`config.mk`:
```
export PLATFORM = sky130hd
export DESIGN_NAME = cache_control_flat
export DESIGN_NICKNAME = d
export VERILOG_FILES = /design/src/rtl/cache_control_if.sv /design/src/rtl/cache_control.sv /design/src/flat_wrapper.sv
export SDC_FILE = /design/constraint.sdc
export NUM_CORES = 1
export LEC_CHECK = 0
export CAP_MARGIN = 20
export CORE_AREA = 2 2 39 41
export CTS_BUF_LIST = sky130_fd_sc_hd__clkbuf_4
export DETAILED_ROUTE_END_ITERATION = 10
export DIE_AREA = 0 0 41 43
export PLACE_DENSITY = 0.55
export SLEW_MARGIN = 10
export SYNTH_ARGS = -nofsm -noshare
export SYNTH_HDL_FRONTEND = slang
export SYNTH_SLANG_ARGS = --single-unit
export TNS_END_PERCENT = 10
```
`constraint.sdc`:
```
create_clock -name clk -period 2.7 [get_ports clk]
set_input_delay 0.27 -clock clk [delete_from_list [all_inputs] [get_ports clk]]
set_output_delay 0.27 -clock clk [all_outputs]
set_load 0.02 [all_outputs]
```
`src/rtl/cache_control_if.sv`:
```
// Handshake and array-strobe bundle between the cache controller and its datapath.
// master is the controller side; slave is the datapath / memory side.
interface cache_control_if;
  logic mem_read;
  logic mem_write;
  logic mem_resp;
  logic hit0;
  logic hit1;
  logic lru;
  logic dirty;
  logic pmem_resp;
  logic pmem_read;
  logic pmem_write;
  logic pmem_addr_sel;
  logic way_sel;
  logic data_load;
  logic data_src;
  logic tag_load;
  logic valid_load;
  logic dirty_load;
  logic dirty_clear;
  logic lru_load;
  logic lru_mru;

  modport master (
    input  mem_read, mem_write, hit0, hit1, lru, dirty, pmem_resp,
    output mem_resp, pmem_read, pmem_write, pmem_addr_sel, way_sel,
           data_load, data_src, tag_load, valid_load, dirty_load,
           dirty_clear, lru_load, lru_mru
  );

  modport slave (
    output mem_read, mem_write, hit0, hit1, lru, dirty, pmem_resp,
    input  mem_resp, pmem_read, pmem_write, pmem_addr_sel, way_sel,
           data_load, data_src, tag_load, valid_load, dirty_load,
           dirty_clear, lru_load, lru_mru
  );
endinterface

```
`src/rtl/cache_control.sv`:
```
// Sequencer for a 2-way, 8-set write-back cache: one-cycle hits, dirty-victim
// writeback followed by line allocation on a miss. Outputs are Mealy.
module cache_control (
  input logic             clk,
  input logic             reset,
  cache_control_if.master bus
);

  // state     | meaning
  // IDLE      | decode CPU request; serve hits, pick victim on miss
  // WRITEBACK | write dirty victim line to pmem
  // ALLOCATE  | read requested line from pmem into victim way
  typedef enum logic [1:0] {
    IDLE      = 2'd0,
    WRITEBACK = 2'd1,
    ALLOCATE  = 2'd2
  } state_e;

  state_e state_q, state_d;
  logic   victim_q, victim_d;

  logic req;
  logic hit;

  assign req = bus.mem_read | bus.mem_write;
  assign hit = bus.hit0 | bus.hit1;

  always_ff @(posedge clk) begin
    if (reset) begin
      state_q  <= IDLE;
      victim_q <= 1'b0;
    end else begin
      state_q  <= state_d;
      victim_q <= victim_d;
    end
  end

  always_comb begin
    state_d           = state_q;
    victim_d          = victim_q;
    bus.mem_resp      = 1'b0;
    bus.pmem_read     = 1'b0;
    bus.pmem_write    = 1'b0;
    bus.pmem_addr_sel = 1'b0;
    bus.way_sel       = 1'b0;
    bus.data_load     = 1'b0;
    bus.data_src      = 1'b0;
    bus.tag_load      = 1'b0;
    bus.valid_load    = 1'b0;
    bus.dirty_load    = 1'b0;
    bus.dirty_clear   = 1'b0;
    bus.lru_load      = 1'b0;
    bus.lru_mru       = 1'b0;

    // Outputs are held quiet while reset is asserted so no array is strobed.
    if (!reset) begin
      case (state_q)
        IDLE: begin
          if (req) begin
            if (hit) begin
              bus.way_sel  = ~bus.hit0;
              bus.mem_resp = 1'b1;
              bus.lru_load = 1'b1;
              bus.lru_mru  = ~bus.hit0;
              if (bus.mem_write) begin
                bus.data_load  = 1'b1;
                bus.data_src   = 1'b1;
                bus.dirty_load = 1'b1;
              end
            end else begin
              bus.way_sel = bus.lru;
              victim_d    = bus.lru;
              state_d     = bus.dirty ? WRITEBACK : ALLOCATE;
            end
          end
        end
        WRITEBACK: begin
          bus.way_sel       = victim_q;
          bus.pmem_write    = 1'b1;
          bus.pmem_addr_sel = 1'b1;
          if (bus.pmem_resp) begin
            bus.dirty_clear = 1'b1;
            state_d         = ALLOCATE;
          end
        end
        ALLOCATE: begin
          bus.way_sel   = victim_q;
          bus.pmem_read = 1'b1;
          if (bus.pmem_resp) begin
            bus.data_load   = 1'b1;
            bus.tag_load    = 1'b1;
            bus.valid_load  = 1'b1;
            bus.dirty_clear = 1'b1;
            state_d         = IDLE;
          end
        end
        default: state_d = IDLE;
      endcase
    end
  end

endmodule

```
`src/flat_wrapper.sv`:
```
// flat-port wrapper written by rule: the top's interface ports become plain ports
module cache_control_flat 
  (clk, reset, bus_mem_read, bus_mem_write, bus_hit0, bus_hit1, bus_lru, bus_dirty, bus_pmem_resp, bus_mem_resp, bus_pmem_read, bus_pmem_write, bus_pmem_addr_sel, bus_way_sel, bus_data_load, bus_data_src, bus_tag_load, bus_valid_load, bus_dirty_load, bus_dirty_clear, bus_lru_load, bus_lru_mru);
  cache_control_if bus_i ();
  input logic clk;
  input logic reset;
  input wire logic [$bits(bus_i.mem_read)-1:0] bus_mem_read;
  input wire logic [$bits(bus_i.mem_write)-1:0] bus_mem_write;
  input wire logic [$bits(bus_i.hit0)-1:0] bus_hit0;
  input wire logic [$bits(bus_i.hit1)-1:0] bus_hit1;
  input wire logic [$bits(bus_i.lru)-1:0] bus_lru;
  input wire logic [$bits(bus_i.dirty)-1:0] bus_dirty;
  input wire logic [$bits(bus_i.pmem_resp)-1:0] bus_pmem_resp;
  output wire logic [$bits(bus_i.mem_resp)-1:0] bus_mem_resp;
  output wire logic [$bits(bus_i.pmem_read)-1:0] bus_pmem_read;
  output wire logic [$bits(bus_i.pmem_write)-1:0] bus_pmem_write;
  output wire logic [$bits(bus_i.pmem_addr_sel)-1:0] bus_pmem_addr_sel;
  output wire logic [$bits(bus_i.way_sel)-1:0] bus_way_sel;
  output wire logic [$bits(bus_i.data_load)-1:0] bus_data_load;
  output wire logic [$bits(bus_i.data_src)-1:0] bus_data_src;
  output wire logic [$bits(bus_i.tag_load)-1:0] bus_tag_load;
  output wire logic [$bits(bus_i.valid_load)-1:0] bus_valid_load;
  output wire logic [$bits(bus_i.dirty_load)-1:0] bus_dirty_load;
  output wire logic [$bits(bus_i.dirty_clear)-1:0] bus_dirty_clear;
  output wire logic [$bits(bus_i.lru_load)-1:0] bus_lru_load;
  output wire logic [$bits(bus_i.lru_mru)-1:0] bus_lru_mru;
  assign bus_i.mem_read = bus_mem_read;
  assign bus_i.mem_write = bus_mem_write;
  assign bus_i.hit0 = bus_hit0;
  assign bus_i.hit1 = bus_hit1;
  assign bus_i.lru = bus_lru;
  assign bus_i.dirty = bus_dirty;
  assign bus_i.pmem_resp = bus_pmem_resp;
  assign bus_mem_resp = bus_i.mem_resp;
  assign bus_pmem_read = bus_i.pmem_read;
  assign bus_pmem_write = bus_i.pmem_write;
  assign bus_pmem_addr_sel = bus_i.pmem_addr_sel;
  assign bus_way_sel = bus_i.way_sel;
  assign bus_data_load = bus_i.data_load;
  assign bus_data_src = bus_i.data_src;
  assign bus_tag_load = bus_i.tag_load;
  assign bus_valid_load = bus_i.valid_load;
  assign bus_dirty_load = bus_i.dirty_load;
  assign bus_dirty_clear = bus_i.dirty_clear;
  assign bus_lru_load = bus_i.lru_load;
  assign bus_lru_mru = bus_i.lru_mru;
  cache_control u_core (.clk(clk), .reset(reset), .bus(bus_i));
endmodule
```
* After elaboration in Yosys (flattened, before gate mapping)
Cells that the tools add are included.
** Word-level totals
- Bits in registers :: 3
- Latch bits :: 0
- RAM bits :: 0
- ROM bits :: 0
- Input bits :: 9
- Output and inout port bits :: 13
- Word-level logic and storage cells :: 50
- Memories kept :: 0
** Operators by class
- $add $sub $neg :: 0
- $mul :: 0
- Divide/modulo/power cells :: 0
- Magnitude comparators :: 0
- Eq/ne operators :: 6
- Shifts and indexed selects :: 0
- Muxes and demuxes :: 34
- Bitwise gates (word level) :: 4
- Reduce and logical (&&, ||, !) cells :: 4
** Operators by type and width (count)
- $mux W1 :: 26
- $mux W2 :: 5
- $ne A2 B2 Y1 const B :: 3
- $pmux W2 S3 :: 1
- $pmux W1 S2 :: 2
- $reduce_and A4 Y1 :: 1
- $reduce_and A3 Y1 :: 1
- $eq A2 B1 Y1 const B :: 1
- $eq A2 B2 Y1 const B :: 1
- $logic_not A2 Y1 :: 1
- $ne A2 B1 Y1 const B :: 1
- $not A1 Y1 :: 2
- $or A1 B1 Y1 :: 2
- $reduce_or A2 Y1 :: 1

* Longest topological paths before layout
- Depth after elaboration :: 5
- Gate-level depth with buffers :: 6
- Mapped depth without buffers :: 6

* Worst setup path after synthesis
OpenSTA, ideal clock, no wires.
- Path type :: register to output
- Start point :: reg u_core.state_q[0]
- End point :: out bus_mem_resp
- Data arrival time :: 1554 ps
- Data required time :: 2430 ps
- Slack :: 876 ps
- Cell stages (with the launch flop) :: 6
- Path buffers :: 1
- Path through :: dfxtp_1 inv_1 ha_1 o21ai_0 nor3_1 buf_4
** Between the ends
- Cells in the longest elaborated chain, start to end :: 3
** Ends and longest elaborated chain
- start, declared :: line cache_control.sv:19 : state_e state_q, state_d;
- start signal, assigned :: line cache_control.sv:33 : state_q <= state_d;
- $logic_not A2 Y1
- $mux W1 (2 in series)
- end, declared :: line flat_wrapper.sv:14 : output wire logic [$bits(bus_i.mem_resp)-1:0] bus_mem_resp;
Every way passes these cells.

* Worst setup path after layout
- Start point :: reg u_core.state_q[0]
- End point :: out bus_way_sel
** Between the ends
- Cells in the longest elaborated chain, start to end :: 4
- Elaborated cells between the ends (all ways) :: 6
- Classes of those cells :: eq/ne: 2; mux: 2; reduce/logical: 2
** Ends and longest elaborated chain
- $eq A2 B1 Y1 / $eq A2 B2 Y1 (equally long branches) :: line cache_control.sv:57 : case (state_q)
- $reduce_or A2 Y1 (no source line)
- $pmux W1 S2 (*) :: line cache_control.sv:57
- $mux W1 (*) :: line cache_control.sv:56 : if (!reset) begin
- end, declared :: line flat_wrapper.sv:18 : output wire logic [$bits(bus_i.way_sel)-1:0] bus_way_sel;
Mark *: on every way between the ends. The rest lies on a longest branch, timed or not.

==> results.md <==
* Sw frac at between 20% and 30%
* Vias at about 360
* Starting Density at a little under a quarter
* Post-place setup slack at approximately 0.47 ns
* HP Class: reg -> reg
* First-pass DRT Iterations at 4
* Most frequent cells after synthesis: nor2_1, nor3_1, a21oi_1, buf_4, ha_1
* Drt drc at 0
* Peak VDD IR at 0.000177 V
* Minimum clock period at between 2 and 2.5 ns
* Die Span Y at 43 um
* Clock power frac at between 30% and 40%
* Fillers at 141
* RSZ-0062 raised after global routing: false
* Synthesized area at roughly 320 um^2
* TritonCTS Buffers at 3
* Via density per instance at approximately 4.4
* Clk Latency, worst-skew pair at between 0.2 and 0.25 ns
* Async S/R FF share, synth at 0%
* Die area at ~1800 um^2
* GPL Wtd Cong at approximately 0.69
* Vias in the first global route at just over 300
* Die X at 41 um
* Largest area contributor in the netlist: dfxtp_1
* Setup violators final at 0
* Post-synthesis sequential area ratio at 18.9%
* Cell Chain, Critical Path: inv_1 > ha_1 > o21ai_0 > nor3_1 > a21oi_1 > nor3_1 > clkdlybuf4s50_1
* Synth Flop Type: dfxtp_1
* Synth area leaders: dfxtp_1, ha_1, buf_4
* Layout cell share with drive strength beyond 1 at under 10%
* Routed WL at between 700 and 800 um
* DR WL/cell at a little under 10 um
* CTS resizes at 0
* Setup Crit Path Kind: reg -> out
* Most frequent cell after synthesis: nor2_1
* Max stage delay cell, worst path: clkdlybuf4s50_1
* Synth unique cells at 19
* Min Hold Slack at between 0.4 and 0.5 ns
* H-tree level count at 1
* Row Count at 14
* Reg2Reg Setup Slack at ~1.2 ns
* Int Power at 0.000159 W
* # Post-CTS Setup Buffers at 0
* Required time of the critical path at 2.43 ns
* Layout Cells excl Fill at around 80
* Layout area overhead at 73.2%
* Utilization after layout at 39.8%
* Post-Syn Nets at 57
* Largest net degree at the start of global routing at 9
* Initial DRC Count at 8
* Crit. End Element: output port
* Port Buf Inserts at 21
* Fmax at around 430 MHz
* Ys Warns at 0
* Post-synth top area share at between 10% and 20%
* Initial antenna violation count at 0
* Power Dens Cells at 411 nW/um^2
* Yosys reg bits at 3
* Max-Cap Viols at 0
* Number of antenna-violating nets in the routed design at 0
* Crit-path max cell delay at just over 0.6 ns
* PnR worst setup slack at ~0.38 ns
* Io pins at 22
* Placed cells at 77
* CP startpoint kind: register
* # clock sinks at 3
* Nets at 79
* CP Data Arrival Time at ~2 ns
* Hold Buf Count CTS at 0
* Root buffer cell: clkbuf_4
* Crit share post-route at a little under nine tenths
* Max clock buf depth at 2
* Synth Instances at 44
* ANT cells at 0
* Slew @ Worst Pin at between 0.3 and 0.4 ns
* Comb pwr share at around two fifths
* Final hold viol count at 0
* DP HPWL at about 640 um
* Final Slew Violations at 0
* Number of synthesized flops with an enable pin at 0
* Most used cell along the critical path: nor3_1
* First-pass GRT wire length at between 1 and 1.5 mm
* Clock transition at path regs at about 0.04 ns
* Sequential power share at around 22%
* Core Area at roughly 1400 um^2
* Leak at 0.220 nW
* Grt total ovfl at 0
* Clk_skew at around 0.0010 ns
* GRT Total Usage at roughly a tenth
* Syn avg cell area at 7.22 um^2
* Peak fanout along the critical path at 4
* Status: finished, final reports clean
* Worst slew margin at about three quarters
* Final TNS setup at 0 ns
* CTS tree: done
* Psw at roughly 0.000068 W
==> cells in the final DEF (no fill, tap or decap) <==
master / count
and2_1: 1
a21oi_1: 4
inv_1: 3
or2_2: 1
dfxtp_1: 3
nor2_1: 6
ha_1: 4
o31a_1: 1
mux2i_1: 1
or3_1: 1
buf_4: 1
nand3b_1: 1
nor4b_1: 1
nor2b_1: 2
nand2_1: 1
o21ai_0: 3
and3b_1: 1
clkbuf_4: 4
nor3_1: 5
clkdlybuf4s50_1: 21
==> worst paths after layout <==
kind,start,end,depth (start not counted)
worst max register to register,u_core.state_q[0],u_core.victim_q,6
worst max-delay path,u_core.state_q[0],bus_way_sel,7
worst min-delay path,u_core.victim_q,u_core.victim_q,2
worst min register to register,u_core.victim_q,u_core.victim_q,2
==> layer usage <==
metal	GRT usage, %	share of wire (%)
met4	8.00	0
met1	13.8	46
met2	13.8	44
met3	3.66	10
met5	0	0
==> layout make-up <==
type	instances	area (um^2)	area share (%)
Tap cell	16	20.0	3.64
Timing Repair Buffer	22	218	39.5
Inverter	3	11.3	2.05
Multi-Input combinational cell	33	211	38.4
Clock buffer	4	30.0	5.45
Sequential cell	3	60.1	10.9
==> through the flow <==
step | power (W) | area (um^2)
4_1_cts | 0.000233 | 551
3_5_place_dp | 0.000140 | 520
3_3_place_gp | 0.000140 | 520
6_report | 0.000226 | 551
2_1_floorplan | 0.000102 | 318
5_1_grt | 0.000245 | 551
==> cells by family after synthesis <==
group,Yosys count,share of synthesized area (%)
multiplexers,1,3.15
flip-flops,3,18.9
AND/OR/NAND/NOR,20,33.9
AO/OA/AOI/OAI,8,13.8
adder cells (fa/ha/maj),4,15.7
buffers and inverters,8,14.6
==> power by group through the flow <==
| stage | combinational [W] | sequential (W) | clock [W] |
|---|---|---|---|
| 2_1_floorplan | 0.0000517 | 0.0000504 | 0 |
| 3_5_place_dp | 0.0000895 | 0.0000510 | 0 |
| 6_report | 0.0000893 | 0.0000503 | 0.0000867 |
| 5_1_grt | 0.0000989 | 0.0000508 | 0.0000952 |
| 4_1_cts | 0.0000898 | 0.0000503 | 0.0000924 |
| 3_3_place_gp | 0.0000893 | 0.0000509 | 0 |
==> registers in the layout, indices dropped and copies added, names as in the netlist <==
register	count
u_core.state_q	2
u_core.victim_q	1
==> critical path, delay by kind of cell (launching register included) <==
kind / cells / cell delay [ns]
buffers and inverters: 2 / 0.71
and+or+nand+nor: 2 / 0.33
adders and majority gates: 1 / 0.21
DFF: 1 / 0.33
AOI/OAI and AO/OA: 2 / 0.24
(Power assumes the default switching activity.)
